--- config.mk ---
export PLATFORM = sky130hd
export DESIGN_NAME = antilog2_fixed_point
export DESIGN_NICKNAME = d
export VERILOG_FILES = /design/src/rtl/antilog2_pkg.sv /design/src/rtl/antilog2_shift_stage.sv /design/src/rtl/antilog2_fixed_point.sv
export SDC_FILE = /design/constraint.sdc
export NUM_CORES = 1
export LEC_CHECK = 0
export BUFFER_PORTS_ARGS = -buffer_cell sky130_fd_sc_hd__clkbuf_2
export CORE_MARGIN = 4
export CORE_UTILIZATION = 48
export CTS_CLUSTER_DIAMETER = 120
export DETAILED_ROUTE_END_ITERATION = 16
export PLACE_DENSITY = 0.73
export SETUP_SLACK_MARGIN = 0.4
export SYNTH_ARGS = -nofsm -noshare
export SYNTH_HDL_FRONTEND = slang
export SYNTH_SLANG_ARGS = --single-unit
--- constraint.sdc ---
create_clock -name clk -period 1.15 [get_ports clk]
set_input_delay 0.1725 -clock clk [delete_from_list [all_inputs] [get_ports clk]]
set_output_delay 0.1725 -clock clk [all_outputs]
set_load 0.02 [all_outputs]
--- src/rtl/antilog2_pkg.sv ---
// antilog2_pkg: shared widths, stage record and width helpers for the antilog2 pipeline
package antilog2_pkg;
  localparam int STAGES = 3;
  localparam int OUT_W = 8;
  localparam int FRAC_BITS_DEF = 8;
  localparam int LOG_W = 3 + FRAC_BITS_DEF;
  localparam int DP_W = FRAC_BITS_DEF + 8;
  typedef struct packed {
    logic            valid;
    logic [DP_W-1:0] mant;
    logic [1:0]      exp_rem;
  } stage_t;
  function automatic int log_w(input int fb);
    return 3 + fb;
  endfunction
  function automatic int dp_w(input int fb);
    return fb + OUT_W;
  endfunction
endpackage

--- src/rtl/antilog2_shift_stage.sv ---
// antilog2_shift_stage: one conditional left-shift pipeline register with stall enable and optional truncation
module antilog2_shift_stage
  import antilog2_pkg::*;
#(
  parameter int IW = DP_W,
  parameter int OW = DP_W,
  parameter int SHIFT = 1,
  parameter int LSB = 0
) (
  input  logic          clk,
  input  logic          reset_n,
  input  logic          en_i,
  input  logic          v_i,
  input  logic          sel_i,
  input  logic [IW-1:0] mant_i,
  output logic          v_o,
  output logic [OW-1:0] mant_o
);
  logic [IW-1:0] sh;
  logic [OW-1:0] mant_d;
  logic          v_q;
  logic [OW-1:0] mant_q;
  assign sh = sel_i ? mant_i << SHIFT : mant_i;
  assign mant_d = OW'(sh >> LSB);
  assign v_o = v_q;
  assign mant_o = mant_q;
  // valid always follows the enable; data only loads behind a valid word
  always_ff @(posedge clk or negedge reset_n)
    if (!reset_n) begin
      v_q <= 1'b0;
      mant_q <= '0;
    end else if (en_i) begin
      v_q <= v_i;
      if (v_i) mant_q <= mant_d;
    end
endmodule

--- src/rtl/antilog2_fixed_point.sv ---
// antilog2_fixed_point: pipelined Mitchell antilog, Q3.F log2 in, uint8 2^k*(1+f) out over valid/ready
module antilog2_fixed_point
  import antilog2_pkg::*;
#(
  parameter int FRAC_BITS = FRAC_BITS_DEF
) (
  input  logic                        clk,
  input  logic                        reset_n,
  input  logic [log_w(FRAC_BITS)-1:0] i_LOG,
  input  logic                        i_VALID,
  output logic                        o_READY,
  output logic [OUT_W-1:0]            o_WORD,
  output logic                        o_VALID,
  input  logic                        i_READY
);
  localparam int DW = dp_w(FRAC_BITS);
  logic          en;
  logic          v_a, v_b;
  logic [DW-1:0] mant_in, mant_a, mant_b;
  logic [1:0]    k_a_q;
  logic          k_b_q;
  assign en = ~o_VALID | i_READY;
  assign o_READY = en;
  assign mant_in = DW'({1'b1, i_LOG[FRAC_BITS-1:0]});
  // remaining exponent bits travel alongside the mantissa, gated like the data registers
  always_ff @(posedge clk or negedge reset_n)
    if (!reset_n) begin
      k_a_q <= '0;
      k_b_q <= 1'b0;
    end else if (en) begin
      if (i_VALID) k_a_q <= i_LOG[FRAC_BITS+1:FRAC_BITS];
      if (v_a) k_b_q <= k_a_q[0];
    end
  antilog2_shift_stage #(.IW(DW), .OW(DW), .SHIFT(4), .LSB(0)) u_a (
    .clk(clk), .reset_n(reset_n), .en_i(en), .v_i(i_VALID), .sel_i(i_LOG[FRAC_BITS+2]),
    .mant_i(mant_in), .v_o(v_a), .mant_o(mant_a)
  );
  antilog2_shift_stage #(.IW(DW), .OW(DW), .SHIFT(2), .LSB(0)) u_b (
    .clk(clk), .reset_n(reset_n), .en_i(en), .v_i(v_a), .sel_i(k_a_q[1]),
    .mant_i(mant_a), .v_o(v_b), .mant_o(mant_b)
  );
  antilog2_shift_stage #(.IW(DW), .OW(OUT_W), .SHIFT(1), .LSB(FRAC_BITS)) u_c (
    .clk(clk), .reset_n(reset_n), .en_i(en), .v_i(v_b), .sel_i(k_b_q),
    .mant_i(mant_b), .v_o(o_VALID), .mant_o(o_WORD)
  );
endmodule

==> metrics.md <==
| Metric | Value |
|---|---|
| Crit. End Element | `flip-flop` |
| Post-layout minimum cycle time | `1.249 ns` |
| Clk Latency, worst-skew pair | `0.32 ns` |
| CORE AREA | `0.002758 sq mm` |
| Crit Path Class | `reg2reg` |
| Vias in the first global route | `1108` |
| Clk_skew | `0.01279 ns` |
| Reg2reg end | `k_b_q` |
| CP max FO | `7` |
| F_max | `800.6 MHz` |
| WL per Instance | `14.68 um` |
| Final ANT Viol Nets | `0` |
| Die area | `0.003797 sq mm` |
| Hold path start | `i_LOG[8]` |
| Area Overhead vs Synth | `45.15%` |
| Layout cell share with drive strength beyond 1 | `0.5294` |
| Final Hold Viols | `0` |
| GRT Util Overall | `0.1824` |
| Yosys top cell by area | `dfrtp_1` |
| Post-synth top cells | `a21oi_1 (33), dfrtp_1 (30), mux2i_1 (19)` |
| Max-cap viol count | `0` |
| Area contributors post-synth | `dfrtp_1 (54%), mux2i_1 (14%), a21oi_1 (12%), mux2_4 (3.3%), inv_1 (2.4%)` |
| Gr ovfl total | `0` |
| Initial Util | `0.5005` |
| Seq. cell area | `752.0 sq um` |
| ANT cells | `0` |
| Mapped Cells | `125` |
| CP required | `1.36 ns` |
| Vias/cell | `5.388` |
| Final slew viol count | `0` |
| Clock slew at reported path FFs | `0.09 ns` |
| DR iter-0 viols | `15` |
| Setup violators final | `14` |
| Number of synthesized register bits | `30` |
| Clock H-tree levels | `2` |
| Failing checks | `setup timing` |
| Clk buf depth | `2` |
| Unrepaired setup endpoints after global routing | `yes` |
| Clock sinks | `30` |
| CP delay by family, top | `flip-flops` |
| R2r setup slk | `-0.1 ns` |
| Setup TNS | `-0.7967 ns` |
| P per Cell Area | `2342 mW/mm^2` |
| Final GP Congestion | `0.7788` |
| Worst IR drop on VDD | `1.689 mV` |
| Crit-path cells | `nand2b_4 > buf_6 > and2_4 > mux2_4` |
| Clk root buf | `clkbuf_4` |
| Max incr delay on CP | `0.43 ns` |
| Worst R2R Start | `u_c.v_o` |
| IO Pins | `25` |
| Num CTS Buffers | `5` |
| WHS Path Cells | `2` |
| Ys async rst share | `1.000` |
| Final wirelength | `2951 um` |
| Final hold slack | `0.08243 ns` |
| DP HPWL | `1871 um` |
| WP data arrival | `1.46 ns` |
| Max_slew headroom | `0.7163` |
| Hold EP | `k_a_q[0]` |
| Port Buf Inserts | `23` |
| Final WS setup | `-0.09913 ns` |
| Fin nets | `184` |
| Most common cell in the netlist | `a21oi_1` |
| Post-synth top flop | `dfrtp_1` |
| CTS tree | `yes` |
| Initial antenna violation count | `0` |
| Worst reg2reg path depth | `4` |
| Post-synth cell types | `19` |
| Vias | `1083` |
| Global-route wire length before repair | `4871 um` |
| Slowest cell on crit path | `dfrtp_2` |
| YS warnings | `0` |
| Hold crit path type | `in2reg` |
| Synth Cell Area | `0.001380 sq mm` |
| Drt first pass iters | `4` |
| Die Ht | `61.62 um` |
| Sum of buffers and inverters on the critical path | `1` |
| Post-synthesis sequential area ratio | `0.5440` |
| Post-synth EDFFs | `0` |
| Top-area cell type share of the netlist area | `0.5440` |
| # rows | `19` |
| Startpoint Class | `flip-flop` |
| Fill cell count | `195` |
| DR DRC count | `0` |
| Die width | `61.62 um` |
| Status | `finished with violations` |
| Fin crit share | `1.086` |
| Synthesized Nets | `140` |
| Worst-margin pin slew | `0.4256 ns` |
| Mean Syn Cell Area | `11.04 sq um` |
| Leakage power | `0.9257 nW` |
| Largest net degree at the start of global routing | `31` |
| Multi-input logic area | `653.1 sq um` |
layout by cell type (no fill, tap or decap), types with 4 or more instances in the layout:
| cell | instances |
|---|---|
| a21oi_1 | 12 |
| a21oi_2 | 20 |
| buf_4 | 12 |
| buf_6 | 9 |
| clkbuf_2 | 13 |
| clkbuf_4 | 6 |
| clkbuf_8 | 8 |
| dfrtp_1 | 29 |
| inv_1 | 9 |
| mux2_4 | 4 |
| mux2i_1 | 19 |
| o21ai_2 | 4 |
logic make-up (layout without fill, tap and decap cells):
logic type             count (synthesis)  count (layout)  share of synthesized area
AOI/OAI and AO/OA                     39              39                     0.1442
buffers and inverters                 21              66                    0.07887
DFF                                   30              30                     0.5440
muxes                                 23              23                     0.1786
and+or+nand+nor                       12              12                    0.05440
metal layers:
layer	track usage	share of wire	vias to the layer above
li1	-	-	520
met1	0.1904	0.40	520
met2	0.3303	0.52	36
met3	0.06499	0.062	7
met4	0.07273	0.016	0
met5	0	0	-
stage by stage:
stage | worst slack [ns] | instances | cell area, sq um | power, mW | utilization
finish | -0.09913 | 201 | 2003 | 4.691 | 0.7264
global route | -0.1412 | 201 | 2003 | 5.005 | 0.7264
floorplan | -0.1534 | 125 | 1388 | 2.779 | -
global placement | 0.002832 | 175 | 1533 | 3.121 | 0.5558
detailed placement | -0.03074 | 175 | 1533 | 3.175 | 0.5558
CTS | -0.1195 | 199 | 1956 | 4.584 | 0.7092
area by class of cell:
cell class	count	share of cell area
flip-flops and latches	30	0.3754
multi-input cells	74	0.3260
repair buffers	49	0.2380
clock buffers	8	0.02436
well taps	31	0.01936
inverters	9	0.01686
registers in the layout, summed over array words and instances, names as in the netlist:
name / flops
k_a_q: 2
u_c.v_o: 1
u_c.mant_o: 8
u_a.mant_o: 8
u_b.v_o: 1
u_a.v_o: 1
k_b_q: 1
u_b.mant_o: 8
what timing repair did:
action / in CTS / in global routing
setup endpoints to repair: 40 / 41
endpoints found under the hold margin: 30 / 0
pin swaps: 12 / 2
resized for setup: 63 / 8
cloned: 1 / 0
hold buffers: 1 / 0
setup buffers: 14 / 2
worst max-delay path by stage:
stage                  from       endpoint  slack [ns]  cells past startpoint
finish              u_c.v_o          k_b_q        -0.1                      4
global route        u_c.v_o          k_b_q       -0.14                      4
CTS                 u_c.v_o        o_READY       -0.12                      3
detailed placement  u_c.v_o  u_c.mant_o[7]       -0.03                      3
global placement    u_c.v_o          k_b_q       0.003                      3
floorplan           u_c.v_o          k_b_q       -0.15                      5
report_power, final:
group,internal (mW),switching (mW)
Combinational,1.32,1.01
Clock,0.243,0.332
Sequential,1.44,0.355
Note: power is estimated with default switching activity, not from simulation.
